### config.mk
export PLATFORM = sky130hd
export DESIGN_NAME = counter_rd_arbiter
export DESIGN_NICKNAME = d
export VERILOG_FILES = /design/src/rtl/counter_rd_arbiter.sv
export SDC_FILE = /design/constraint.sdc
export NUM_CORES = 1
export LEC_CHECK = 0
export ABC_AREA = 1
export CORE_UTILIZATION = 35
export CTS_CLUSTER_DIAMETER = 150
export DETAILED_ROUTE_END_ITERATION = 7
export SLEW_MARGIN = 20
export SYNTH_ARGS = -nofsm -noshare
export SYNTH_HDL_FRONTEND = slang
export SYNTH_SLANG_ARGS = --single-unit
### constraint.sdc
create_clock -name clk -period 4.3 [get_ports clk]
set_clock_uncertainty 0.1 [all_clocks]
set_input_delay 0.86 -clock clk [delete_from_list [all_inputs] [get_ports clk]]
set_output_delay 0.86 -clock clk [all_outputs]
set_load 0.005 [all_outputs]
### src/rtl/counter_rd_arbiter.sv
// Round-robin read arbiter in front of the shared counter readout mux.
// Grants one requester at a time while the link is idle and returns the count with a one-hot ack.
module counter_rd_arbiter #(
    parameter int N_REQ = 3,
    parameter int N_CNT = 5
) (
    input  logic               clk,
    input  logic               reset_L,
    input  logic [3:0]         state,
    input  logic [N_REQ-1:0]   rd_req,
    input  logic [3*N_REQ-1:0] rd_idx,
    input  logic [7:0]         mux_data,
    input  logic               mux_valid,
    output logic               mux_req,
    output logic [2:0]         mux_idx,
    output logic [N_REQ-1:0]   rd_ack,
    output logic [7:0]         rd_data,
    output logic               rd_err,
    output logic               busy
);

    localparam int PW = (N_REQ > 1) ? $clog2(N_REQ) : 1;
    localparam logic [3:0] ST_IDLE = 4'b0100;

    typedef enum logic [1:0] {
        ARB   = 2'd0,
        ISSUE = 2'd1,
        WAIT  = 2'd2
    } fsm_t;

    fsm_t             fsm_q, fsm_d;
    logic [PW-1:0]    ptr_q, ptr_d;
    logic [PW-1:0]    gnt_q, gnt_d;
    logic             abort_q, abort_d;
    logic             mux_req_q, mux_req_d;
    logic [2:0]       mux_idx_q, mux_idx_d;
    logic [N_REQ-1:0] rd_ack_q, rd_ack_d;
    logic [7:0]       rd_data_q, rd_data_d;
    logic             rd_err_q, rd_err_d;

    logic [N_REQ-1:0] eligible;
    logic             win_vld;
    logic [PW-1:0]    win;
    logic [PW-1:0]    cand;
    logic [2:0]       win_idx;
    logic             win_oor;
    int               sum;

    function automatic logic [PW-1:0] next_ptr(input logic [PW-1:0] g);
        logic [PW-1:0] r;
        if (int'(g) >= N_REQ - 1) r = '0;
        else                      r = g + PW'(1);
        return r;
    endfunction

    // Scan from the pointer downward in reverse so the closest eligible requester wins last.
    always_comb begin
        eligible = rd_req & ~rd_ack_q;
        win_vld  = 1'b0;
        win      = '0;
        cand     = '0;
        sum      = 0;
        for (int k = N_REQ - 1; k >= 0; k--) begin
            sum = int'(ptr_q) + k;
            if (sum >= N_REQ) sum = sum - N_REQ;
            cand = sum[PW-1:0];
            if (eligible[cand]) begin
                win_vld = 1'b1;
                win     = cand;
            end
        end
        win_idx = rd_idx[3*int'(win) +: 3];
        win_oor = (int'(win_idx) >= N_CNT);
    end

    always_comb begin
        fsm_d     = fsm_q;
        ptr_d     = ptr_q;
        gnt_d     = gnt_q;
        abort_d   = abort_q;
        mux_req_d = 1'b0;
        mux_idx_d = mux_idx_q;
        rd_ack_d  = '0;
        rd_err_d  = 1'b0;
        rd_data_d = rd_data_q;
        case (fsm_q)
            ARB: begin
                if (state == ST_IDLE && win_vld) begin
                    if (win_oor) begin
                        // Bad index is answered locally; the mux never sees it.
                        rd_ack_d[win] = 1'b1;
                        rd_err_d      = 1'b1;
                        rd_data_d     = 8'h00;
                        ptr_d         = next_ptr(win);
                    end else begin
                        gnt_d     = win;
                        mux_idx_d = win_idx;
                        mux_req_d = 1'b1;
                        abort_d   = 1'b0;
                        fsm_d     = ISSUE;
                    end
                end
            end
            ISSUE: begin
                fsm_d = WAIT;
                if (state != ST_IDLE) abort_d = 1'b1;
            end
            WAIT: begin
                // Leaving idle at any point of the read drops it; the requester is re-arbitrated.
                if (mux_valid && !abort_q && state == ST_IDLE) begin
                    rd_data_d       = mux_data;
                    rd_ack_d[gnt_q] = 1'b1;
                    ptr_d           = next_ptr(gnt_q);
                end
                abort_d = 1'b0;
                fsm_d   = ARB;
            end
            default: begin
                fsm_d   = ARB;
                abort_d = 1'b0;
            end
        endcase
    end

    always_ff @(posedge clk or negedge reset_L) begin
        if (!reset_L) begin
            fsm_q     <= ARB;
            ptr_q     <= '0;
            gnt_q     <= '0;
            abort_q   <= 1'b0;
            mux_req_q <= 1'b0;
            mux_idx_q <= 3'd0;
            rd_ack_q  <= '0;
            rd_data_q <= 8'h00;
            rd_err_q  <= 1'b0;
        end else begin
            fsm_q     <= fsm_d;
            ptr_q     <= ptr_d;
            gnt_q     <= gnt_d;
            abort_q   <= abort_d;
            mux_req_q <= mux_req_d;
            mux_idx_q <= mux_idx_d;
            rd_ack_q  <= rd_ack_d;
            rd_data_q <= rd_data_d;
            rd_err_q  <= rd_err_d;
        end
    end

    assign mux_req = mux_req_q;
    assign mux_idx = mux_idx_q;
    assign rd_ack  = rd_ack_q;
    assign rd_data = rd_data_q;
    assign rd_err  = rd_err_q;
    assign busy    = (fsm_q != ARB);

endmodule
==> out/qor.yml <==
cts:
  path_clk_slew_ns: 0.08
  cts_sinks: 23
  post-cts-setup-buffers: 0
  cts_tree: "yes"
  cts-buffers-inserted: 3
  clk_path_buf_depth: 2
  htree_num_levels: 1
  cts_root_buf: "clkbuf_8"
  cts_resized: 0
  clock_latency_ns: 0.26
  cts_hold_buf: 0
hold_path:
  holdPathStages: 2
  min_from: "mux_idx[0]"
  hold_class: "reg2reg"
sta:
  slew_headroom_pct: 64.6
  setup_ws_ns: 1.41
  finalHoldViolCount: 0
  setup_viol: 0
  tightestPinTransition_ns: 0.530
  layout_min_cycle_time_ns: 2.89
  maxSlewViolCount: 0
  rsz0062_at_grt: "no"
  timing.final.crit_share_pct: 67.2
  max_freq_mhz: 346
  setup_tns_ns: 0
logic_synthesis:
  synth_top_area_share_pct: 39.3
  synth_fp_nets: 222
  ys_warn_count: 0
  syn_avg_cell_area_um2: 7.59
  async_flop_share_pct: 100
  syn_inst: 193
  synthTopCellsByArea: "dfrtp_1 (39%), nand2_1 (16%), nand3_2 (11%)"
  ys_seq_area_share_pct: 39.3
  synth_edf_count: 0
  synth_area_leader_cell: "dfrtp_1"
  yosysMostFrequentCell: "nand2_1"
  yosys-top-cells-count: "nand2_1 (61), inv_1 (26), dfrtp_1 (23)"
  syn_area_mm2: 0.00147
  yosysUniqueCellTypes: 27
  ys_ff_latch: 23
  ys.flop_type: "dfrtp_1"
route:
  drt_iter0_markers: 75
  wl_met3_um: 129
  drtAntennaViolNets: 0
  wl_met1_mm: 1.53
  route.met2.wl_mm: 1.38
  vias_per_cell: 4.55
  post_drt_wl_per_cell_um: 10.6
  maxUsedRoutingLayer: "met4"
  firstDrtPassIters: 4
  drc_errors: 0
  drt-total-wl_mm: 3.06
  vias: 1311
finish:
  num_antenna_cells: 0
  syn_to_final_growth_pct: 35.5
  fill_cells: 417
  stdcell_count: 288
  drive_gt1_share_pct: 17.6
  area.sequential_um2: 576
  nNetsFinal: 268
  multiInputGateArea_um2: 744
  utilization_pct: 49.6
critical_path:
  rr_startpoint: "ptr_q[0]"
  r2r_cells: 14
  crit_chain: "clkdlybuf4s50_1 > nor4_2 > nand2_1 > nor2_1 > inv_1 > nor2_1 > inv_1 > nand2_1 > nand2_2 > nand2_1 > nand2_1"
  setup.worst_path.start_class: "input pin"
  cp.required_ns: 4.35
  arrival_ns: 2.94
  slowest_stage: "nor4_2"
  cp_top_family: "simple AND/OR/NAND/NOR gates"
  crit_type: "in2reg"
  critPathMostFrequentCell: "nand2_1"
  worstPathBufferInverterCount: 3
  crit_path_start: "state[1]"
  cp.depth: 11
  critPathMaxStageDelay_ns: 0.42
  critPathCaptureType: "flip-flop"
  cp_max_fo: 11
floorplan:
  die_w_um: 66.7
  die_h_um: 66.7
  dieArea_mm2: 0.00445
  design.core.area_mm2: 0.00400
  initial_utilization_pct: 36.6
  ioPinCount: 44
  rows: 23
power_and_ir_drop:
  p_seq_share_pct: 27.2
  peakVddDrop_mv: 0.308
  net-switching-power_uw: 552
  total_power_uw: 1180
  switching_share_pct: 46.9
  power_density_mw_per_mm2: 592
  p_comb_share_pct: 61.9
  p_leak_uw: 0.00102
  internal_power_uw: 624
  clkPwrFrac_pct: 10.9
global_routing:
  grt_pass1_vias: 1234
  antenna_found_initial: 0
  grt_max_degree: 24
  grt.overflow.total: 0
  track_usage_pct: 15.9
  grt_pass1_wl_mm: 5.43
placed_design:
  port_buffers: 43
  place_ws_ns: 1.10
  dp_hpwl_mm: 2.50
  gp_congestion: 0.778
  dp.cells: 284
run_status:
  status: "finished clean"
job:
  maxCapViolCount: 0
## metal layers
layer | GRT usage (%) | vias up
met5 | 0 | -
met4 | 2.39 | 0
met3 | 3.77 | 2
met2 | 24.7 | 34
met1 | 22.7 | 579
li1 | - | 696
## cell type report
class / count / area share (%)
Inverter: 33 / 6.24
Sequential cell: 23 / 29.0
Timing Repair Buffer: 44 / 21.8
Clock buffer: 3 / 2.08
Tap cell: 50 / 3.15
Clock inverter: 1 / 0.252
Multi-Input combinational cell: 134 / 37.5
## sequential cells by signal, summed over array words and instances (netlist names)
signal	flops
rd_data	8
mux_idx	3
rd_ack	3
fsm_q	2
gnt_q	2
ptr_q	2
abort_q	1
mux_req	1
rd_err	1
## tightest hold or removal path: stages (launching register included)
cell and delay, ns:
dfrtp_1 0.35, nand2_1 0.05, nand2_1 0.05
## power groups by stage
| stage | clock [uW] | sequential, uW | combinational (uW) |
|---|---|---|---|
| finish | 129 | 319 | 728 |
| global route | 146 | 329 | 818 |
| CTS | 136 | 321 | 736 |
| detailed placement | 0 | 324 | 734 |
| global placement | 0 | 324 | 726 |
| floorplan | 0 | 320 | 543 |
## logic make-up (layout without fill, tap and decap cells)
family	Yosys count	after routing	synth area share (%)
buf+inv	36	81	9.91
compound gates	7	7	3.16
flops	23	23	39.3
fa+ha+maj	2	2	1.71
simple gates	125	125	45.9
## stage by stage
stage,instance area [um2],hold slack (ns)
floorplan,1470,0.342
global placement,1940,0.359
detailed placement,1940,0.365
CTS,1990,0.388
global route,1990,0.400
finish,1990,0.381
## path summary, 6_finish.rpt
kind,end,slack [ns]
min in group asynchronous,rd_data[6],0.46
worst min-delay path,mux_idx[0],0.38
worst max register to register,rd_data[6],1.81
worst max-delay path,rd_data[6],1.41
max in group asynchronous,gnt_q[0],3.30
worst min register to register,mux_idx[0],0.38
## cell usage in the layout (no fill, tap or decap), types with 2 or more instances in the layout
master	synthesis	layout
nor3_1	2	2
nand2_1	61	61
nand4_1	6	6
nand3_2	16	16
o21ai_0	2	2
dfrtp_1	23	23
nor2_1	12	12
nand3_1	11	11
clkdlybuf4s50_1	0	42
inv_1	26	26
nand2_4	3	3
nand3b_1	2	2
nand2_2	6	6
ha_1	2	2
o21ai_1	2	2
clkbuf_8	0	3
inv_2	6	6
No activity file was read; power rests on OpenSTA's default activity.
